## config.mk

```make
export PLATFORM = sky130hd
export DESIGN_NAME = wb_arbiter
export DESIGN_NICKNAME = d
export VERILOG_FILES = /design/src/rtl/wb_arbiter.sv
export SDC_FILE = /design/constraint.sdc
export NUM_CORES = 1
export LEC_CHECK = 0
export ABC_CLOCK_PERIOD_IN_PS = 3200
export BUFFER_PORTS_ARGS = -buffer_cell sky130_fd_sc_hd__buf_2
export CAP_MARGIN = 15
export CORE_MARGIN = 4
export CORE_UTILIZATION = 60
export CTS_CLUSTER_SIZE = 40
export DETAILED_ROUTE_END_ITERATION = 6
export PLACE_DENSITY = 0.94
export SYNTH_ARGS = -nofsm -noshare
export SYNTH_HDL_FRONTEND = slang
export SYNTH_SLANG_ARGS = --single-unit
```

## constraint.sdc

```tcl
create_clock -name CLK -period 3.2 [get_ports CLK]
set_input_delay 0.16 -clock CLK [delete_from_list [all_inputs] [get_ports CLK]]
set_output_delay 0.16 -clock CLK [all_outputs]
set_load 0.1 [all_outputs]
```

## src/rtl/wb_arbiter.sv

```systemverilog
`default_nettype none
// ============================================================================
// Module      : wb_arbiter
// Description : Register-bank write-back arbiter. ALU results take priority.
//               Load results queue in a FIFO and drain when the port is free.
//               Optional build macro: WB_ZERO_REG_EN, which treats register 0
//               as hard-wired zero.
// Revision    : 1.0 - initial release
// ============================================================================
module wb_arbiter #(
    parameter int WIDTH  = 32,
    parameter int ADDR_W = 5,
    parameter int DEPTH  = 4
) (
    input  logic                         CLK,
    input  logic                         RST,
    input  logic                         alu_valid,
    input  logic [ADDR_W-1:0]            alu_rd,
    input  logic [WIDTH-1:0]             alu_data,
    input  logic                         ld_valid,
    output logic                         ld_ready,
    input  logic [ADDR_W-1:0]            ld_rd,
    input  logic [WIDTH-1:0]             ld_data,
    input  logic [ADDR_W-1:0]            q_ra1,
    input  logic [ADDR_W-1:0]            q_ra2,
    output logic                         q_hit1,
    output logic                         q_hit2,
    output logic                         WE3,
    output logic [ADDR_W-1:0]            RA3,
    output logic [WIDTH-1:0]             WD3,
    output logic [$clog2(DEPTH+1)-1:0]   count
);

    localparam int c_PTR_W = $clog2(DEPTH);
    localparam int c_CNT_W = $clog2(DEPTH+1);

    logic [WIDTH-1:0]   r_data [DEPTH];
    logic [ADDR_W-1:0]  r_rd   [DEPTH];
    logic [DEPTH-1:0]   r_vld;
    logic [c_PTR_W-1:0] r_wptr;
    logic [c_PTR_W-1:0] r_rptr;
    logic [c_CNT_W-1:0] r_count;

    logic w_alu_take;
    logic w_enq;
    logic w_pop;

    // Ready looks only at registered occupancy: a full FIFO never accepts,
    // even on an edge where it also pops.
    assign ld_ready = !RST && (r_count != c_CNT_W'(DEPTH));
    assign count    = r_count;

`ifdef WB_ZERO_REG_EN
    assign w_alu_take = alu_valid && (alu_rd != '0);
    assign w_enq      = ld_valid && ld_ready && (ld_rd != '0);
`else
    assign w_alu_take = alu_valid;
    assign w_enq      = ld_valid && ld_ready;
`endif

    assign w_pop = !w_alu_take && (r_count != '0);

    always_ff @(posedge CLK) begin
        if (RST) begin
            WE3 <= 1'b0;
            RA3 <= '0;
            WD3 <= '0;
        end else if (w_alu_take) begin
            WE3 <= 1'b1;
            RA3 <= alu_rd;
            WD3 <= alu_data;
        end else if (w_pop) begin
            WE3 <= 1'b1;
            RA3 <= r_rd[r_rptr];
            WD3 <= r_data[r_rptr];
        end else begin
            WE3 <= 1'b0;
        end
    end

    always_ff @(posedge CLK) begin
        if (RST) begin
            r_wptr  <= '0;
            r_rptr  <= '0;
            r_count <= '0;
            r_vld   <= '0;
        end else begin
            // Pop and enqueue can never target the same slot: that would need
            // the FIFO to be both empty and full.
            if (w_pop) begin
                r_vld[r_rptr] <= 1'b0;
                r_rptr        <= r_rptr + 1'b1;
            end
            if (w_enq) begin
                r_vld[r_wptr] <= 1'b1;
                r_wptr        <= r_wptr + 1'b1;
            end
            case ({w_enq, w_pop})
                2'b10:   r_count <= r_count + 1'b1;
                2'b01:   r_count <= r_count - 1'b1;
                default: r_count <= r_count;
            endcase
        end
    end

    always_ff @(posedge CLK) begin
        if (w_enq) begin
            r_rd[r_wptr]   <= ld_rd;
            r_data[r_wptr] <= ld_data;
        end
    end

    // Hazard query: any queued load or the write currently on the port.
    always_comb begin
        q_hit1 = WE3 && (RA3 == q_ra1);
        q_hit2 = WE3 && (RA3 == q_ra2);
        for (int i = 0; i < DEPTH; i++) begin
            if (r_vld[i] && (r_rd[i] == q_ra1)) q_hit1 = 1'b1;
            if (r_vld[i] && (r_rd[i] == q_ra2)) q_hit2 = 1'b1;
        end
`ifdef WB_ZERO_REG_EN
        if (q_ra1 == '0) q_hit1 = 1'b0;
        if (q_ra2 == '0) q_hit2 = 1'b0;
`endif
    end

endmodule
`default_nettype wire
```

# Yosys cells after proc, flatten, opt, wreduce, memory -nomap -nowiden
# Memories as Yosys holds them, arrays and structs flattened. A register that Yosys moved wholly into a read port is not among the register bits.
# Index checks and enable logic that the tools add are counted.
totals:
  ff_bits: 49
  ram_bits: 148
  word_cells: 81
  memories: 2
mem_list:
  columns: ["name", "depth", "width", "rd", "rd_clocked_by_memory_dff", "write_ports", "line_no", "text"]
  rows:
  - ["r_data", 4, 32, 1, 1, 1, "37", "logic [WIDTH-1:0] r_data [DEPTH];"]
  - ["r_rd", 4, 5, 5, 1, 1, "38", "logic [ADDR_W-1:0] r_rd [DEPTH];"]
classes:
  add_sub_neg: 4
  n_lt_le_gt_ge: 4
  n_eq_ne: 13
  n_mux: 28
  bitwise: 3
  n_reduce_logical: 20
ops:
  columns: ["cell", "count"]
  rows:
  - ["$mux 32", 2]
  - ["$eq 5x5->1", 10]
  - ["$logic_and 1x1->1", 15]
  - ["$mux 1", 14]
  - ["$mux 4", 3]
  - ["$mux 5", 2]
  - ["$mux 2", 4]
  - ["$lt 2x3->1 const B", 2]
  - ["$pmux 3 s2", 1]
  - ["$add 2x1->2 const B", 2]
  - ["$and 4x4->4", 1]
  - ["$demux 1 s2", 2]
  - ["$ge 2x1->1 const B", 2]
  - ["$not 4->4", 1]
  - ["$or 4x4->4", 1]
  - ["$reduce_bool 2->1", 2]
  - ["$add 3x1->3 const B", 1]
  - ["$ne 3x3->1 const B", 1]
  - ["$reduce_bool 3->1", 1]
  - ["$sub 3x1->3 const B", 1]
  - ["$eq 2x1->1 const B", 1]
  - ["$eq 2x2->1 const B", 1]
  - ["$logic_not 1->1", 2]

# Longest topological paths before layout
depth:
  depth_word: 10
  depth_mapped: 10

# Least setup slack after synthesis
# Ideal clock, no wire load.
synth_path:
  kind: "reg2reg"
  from: "register r_count[0], in the netlist count[0]"
  to: "memory r_data[0][0], enable pin"
  t_arrival_ns: 3.461
  setup_slack_ns: -0.660
  stages_incl_launch_ff: 4
  path_buffers: 0
  synth_period_minus_slack_ns: 3.860
  path_cell_list: "dfxtp_1 > inv_1 > a31oi_2 > and3_1"
synth_between:
  elab_chain_cells: 5
synth_lines:
  columns: ["item", "line_no", "text"]
  rows:
  - ["start, declared", "42", "logic [c_CNT_W-1:0] r_count;"]
  - ["start signal, assigned", "99", "2'b10: r_count <= r_count + 1'b1;"]
  - ["start signal, assigned", "100", "2'b01: r_count <= r_count - 1'b1;"]
  - ["start signal, assigned", "101", "default: r_count <= r_count;"]
  - ["$ne 3x3->1", "50", "assign ld_ready = !RST && (r_count != c_CNT_W'(DEPTH));"]
  - ["$logic_and 1x1->1", "50", null]
  - ["via ld_ready", "21", "output logic ld_ready,"]
  - ["$logic_and 1x1->1", "58", "assign w_enq = ld_valid && ld_ready;"]
  - ["$mux 1", "107", "if (w_enq) begin"]
  - ["$mux 1 (not written as such)", "109", "r_data[r_wptr] <= ld_data;"]
  - ["end, declared", "37", null]
# The timed path passes the listed nets, and every way through them passes these cells.

==> impl_metrics.env <==
export IMPL_drv_cap=0
export IMPL_place_inst=796
export IMPL_p_leak_nw=3.816
export IMPL_grt_pass1_wl_um=29310
export IMPL_crit_type="reg -> out"
export IMPL_tns_ns=0
export IMPL_grt_pass1_vias=5387
export IMPL_slew_viol_final=0
export IMPL_status="finished clean"
export IMPL_route_vias_total=5090
export IMPL_first_pass_iters=5
export IMPL_stdcell_count=865
export IMPL_cpPeakStageDelay_ns=0.48
export IMPL_crit_chain="xor2_1 -> nor4_1 -> and3_1 -> a31oi_1 -> nand4_1 -> buf_2"
export IMPL_crit_required_ns=3.04
export IMPL_post_route_util=0.7481
export IMPL_swShare=0.3964
export IMPL_die_area_um2=15860
export IMPL_synth_edff_count=148
export IMPL_gp_congestion=0.8148
export IMPL_start_util=0.6205
export IMPL_clkSinkCount=199
export IMPL_route_detailed_drc=0
export IMPL_rsz0062_at_grt="false"
export IMPL_pwr_share_seq=0.395
export IMPL_path_clk_slew_ns=0.07
export IMPL_synth_area_leaders="edfxtp_1, dfxtp_1, mux4_2"
export IMPL_final_area_um2=10060
export IMPL_grt_usage=0.2417
export IMPL_dieHeight_um=126.0
export IMPL_worst_slack_ns=0.8133
export IMPL_crit_fanout=3
export IMPL_path_buf_inv=1
export IMPL_setup_violations=0
export IMPL_grt_max_degree=51
export IMPL_hold_violations=0
export IMPL_gr_total_overflow=0
export IMPL_die_x_um=126.0
export IMPL_cts_buffers_inserted=17
export IMPL_syn_area_um2=8348
export IMPL_placementRows=42
export IMPL_crit_family="simple AND/OR/NAND/NOR gates"
export IMPL_critPathSlowestCell="edfxtp_1"
export IMPL_synth_seq_area_share=0.6547
export IMPL_yosys_most_used_dff="edfxtp_1"
export IMPL_p_int_mw=5.065
export IMPL_clock_fmax_mhz=419.0
export IMPL_power_mw=8.391
export IMPL_synth_top_cell_area_share=0.5324
export IMPL_postSynthAreaPerCell_um2=16.21
export IMPL_skew_ns=0.008557
export IMPL_viasPerCell=5.884
export IMPL_layout_drive_gt1_share=0.3149
export IMPL_cts_root_buf="clkbuf_16"
export IMPL_yosysTopAreaCell="edfxtp_1"
export IMPL_hold_path_class="in -> reg"
export IMPL_p_comb_frac=0.340
export IMPL_p_sw_mw=3.326
export IMPL_peakVddDrop_uv=522.3
export IMPL_arrival_ns=2.23
export IMPL_syn_to_final_growth_pct=20.56
export IMPL_clock_latency_ns=0.43
export IMPL_io_buffers=131
export IMPL_slew_headroom=0.3253
export IMPL_clock_power_share=0.265
export IMPL_synth_cells=515
export IMPL_fin_hold_ws_ns=0.07274
export IMPL_yosysWarnings=0
export IMPL_synth_async_reset_ratio=0
export IMPL_htree_levels=4
export IMPL_cts_max_path_buffers=2
export IMPL_critPathLaunchType="register"
export IMPL_synth_fp_nets=613
export IMPL_powerDensity_nw_per_um2=833.7
export IMPL_pre_cts_ws_ns=1.006
export IMPL_diodes=0
export IMPL_wire_per_inst_um=21.44
export IMPL_crit_path_end_kind="output pin"
export IMPL_postRouteWirelength_um=18540
export IMPL_post_route_period_util=0.7458
export IMPL_nets=774
export IMPL_dr_first_iter_drc_count=380
export IMPL_period_minus_slack_ns=2.387
export IMPL_core_um2=13450
export IMPL_io_pin_count=132
export IMPL_antenna_left=0
export IMPL_grt_antenna_before_repair=0
export IMPL_place_area_um2=9075
export IMPL_ys_seq_elements=199
export IMPL_cts_tree="yes"
export IMPL_synthDistinctLibCells=36
export IMPL_tightest_slew_ns=1.012
export IMPL_hpwl_um=11940
registers in the layout, summed over array words and instances, names as in the netlist, named ones only:
| name | count |
|---|---|
| count | 3 |
| r_wptr | 2 |
| RA3 | 5 |
| r_data | 128 |
| WD3 | 32 |
| r_rd | 20 |
| WE3 | 1 |
| r_vld | 4 |
| r_rptr | 2 |
layout by cell type (no fill, tap or decap), drive strengths merged, types with 3 or more instances in the layout:
cell type / count
a211oi: 37
mux2i: 37
and3: 6
nor4: 10
nand2: 6
nand3: 6
xnor2: 12
xor2: 42
a31oi: 3
dlygate4sd3: 37
inv: 19
a21oi: 7
nor2: 48
edfxtp: 148
mux4: 37
dfxtp: 51
clkbuf: 17
ha: 9
buf: 142
metal layers:
layer | share of wire | global-route usage
met3 | 0.058 | 0.05843
met4 | 0.037 | 0.1117
met2 | 0.50 | 0.3915
met1 | 0.40 | 0.3117
met5 | 0 | 0
cells in the mapped netlist, types with 2 or more instances:
cell type  count
a211oi_1      37
a21oi_1        7
a31oi_1        2
and3_1         6
buf_12         3
buf_2         17
buf_4          3
buf_8          4
clkbuf_1       7
dfxtp_1       51
edfxtp_1     148
ha_1           9
inv_1          8
mux2i_1       37
mux4_1         7
mux4_2        30
nand2_1        6
nand3_1        6
nand4_1        2
nor2_1        47
nor4_1        10
o21ai_0        2
xnor2_1       12
xor2_1        42
kinds of logic after synthesis:
group,synth area share
and+or+nand+nor,0.04587
DFF,0.6547
adders and majority gates,0.01589
AOI/OAI and AO/OA,0.04257
buffers and inverters,0.03702
xor gates and xnor gates,0.05665
muxes,0.1473
power by group through the flow:
| stage | registers (mW) | logic, mW | clock network, mW |
|---|---|---|---|
| finish | 3.31 | 2.86 | 2.22 |
| global route | 3.35 | 3.00 | 2.37 |
| CTS | 3.32 | 2.86 | 2.24 |
| detailed placement | 3.37 | 2.81 | 0 |
| global placement | 3.34 | 2.73 | 0 |
| floorplan | 4.48 | 1.21 | 0 |
final timing paths:
| check | from | endpoint | slack (ns) | cells past startpoint |
|---|---|---|---|---|
| worst max-delay path | r_rd[3][1]$_DFFE_PP_ | q_hit2 | 0.81 | 6 |
| worst min-delay path | alu_rd[1] | RA3[1]$_SDFFE_PP0P_ | 0.07 | 3 |
| worst max register to register | count[1]$_SDFFE_PP0P_ | count[2]$_SDFFE_PP0P_ | 0.95 | 10 |
| worst min register to register | WD3[28]$_SDFFE_PP0P_ | WD3[28]$_SDFFE_PP0P_ | 0.50 | 2 |
worst min-delay path: cells and delay by family:
kind            cells  cell delay, ns
mux                 1            0.12
buf+inv             1            0.10
compound gates      1            0.08
timing repair:
item	in CTS	in global routing
buffers inserted	0	0
endpoints found under the hold margin	148	0
gates resized for setup	0	0
hold buffers	37	0
cell type report:
class	count	area (um2)
clock buffers	17	425.4
flip-flops and latches	199	5472
fillers	789	3388
repair buffers	179	1134
clock inverters	15	193.9
inverters	8	30.03
multi-input cells	271	2590
well taps	176	220.2
Power figures use the tool's default switching activity.
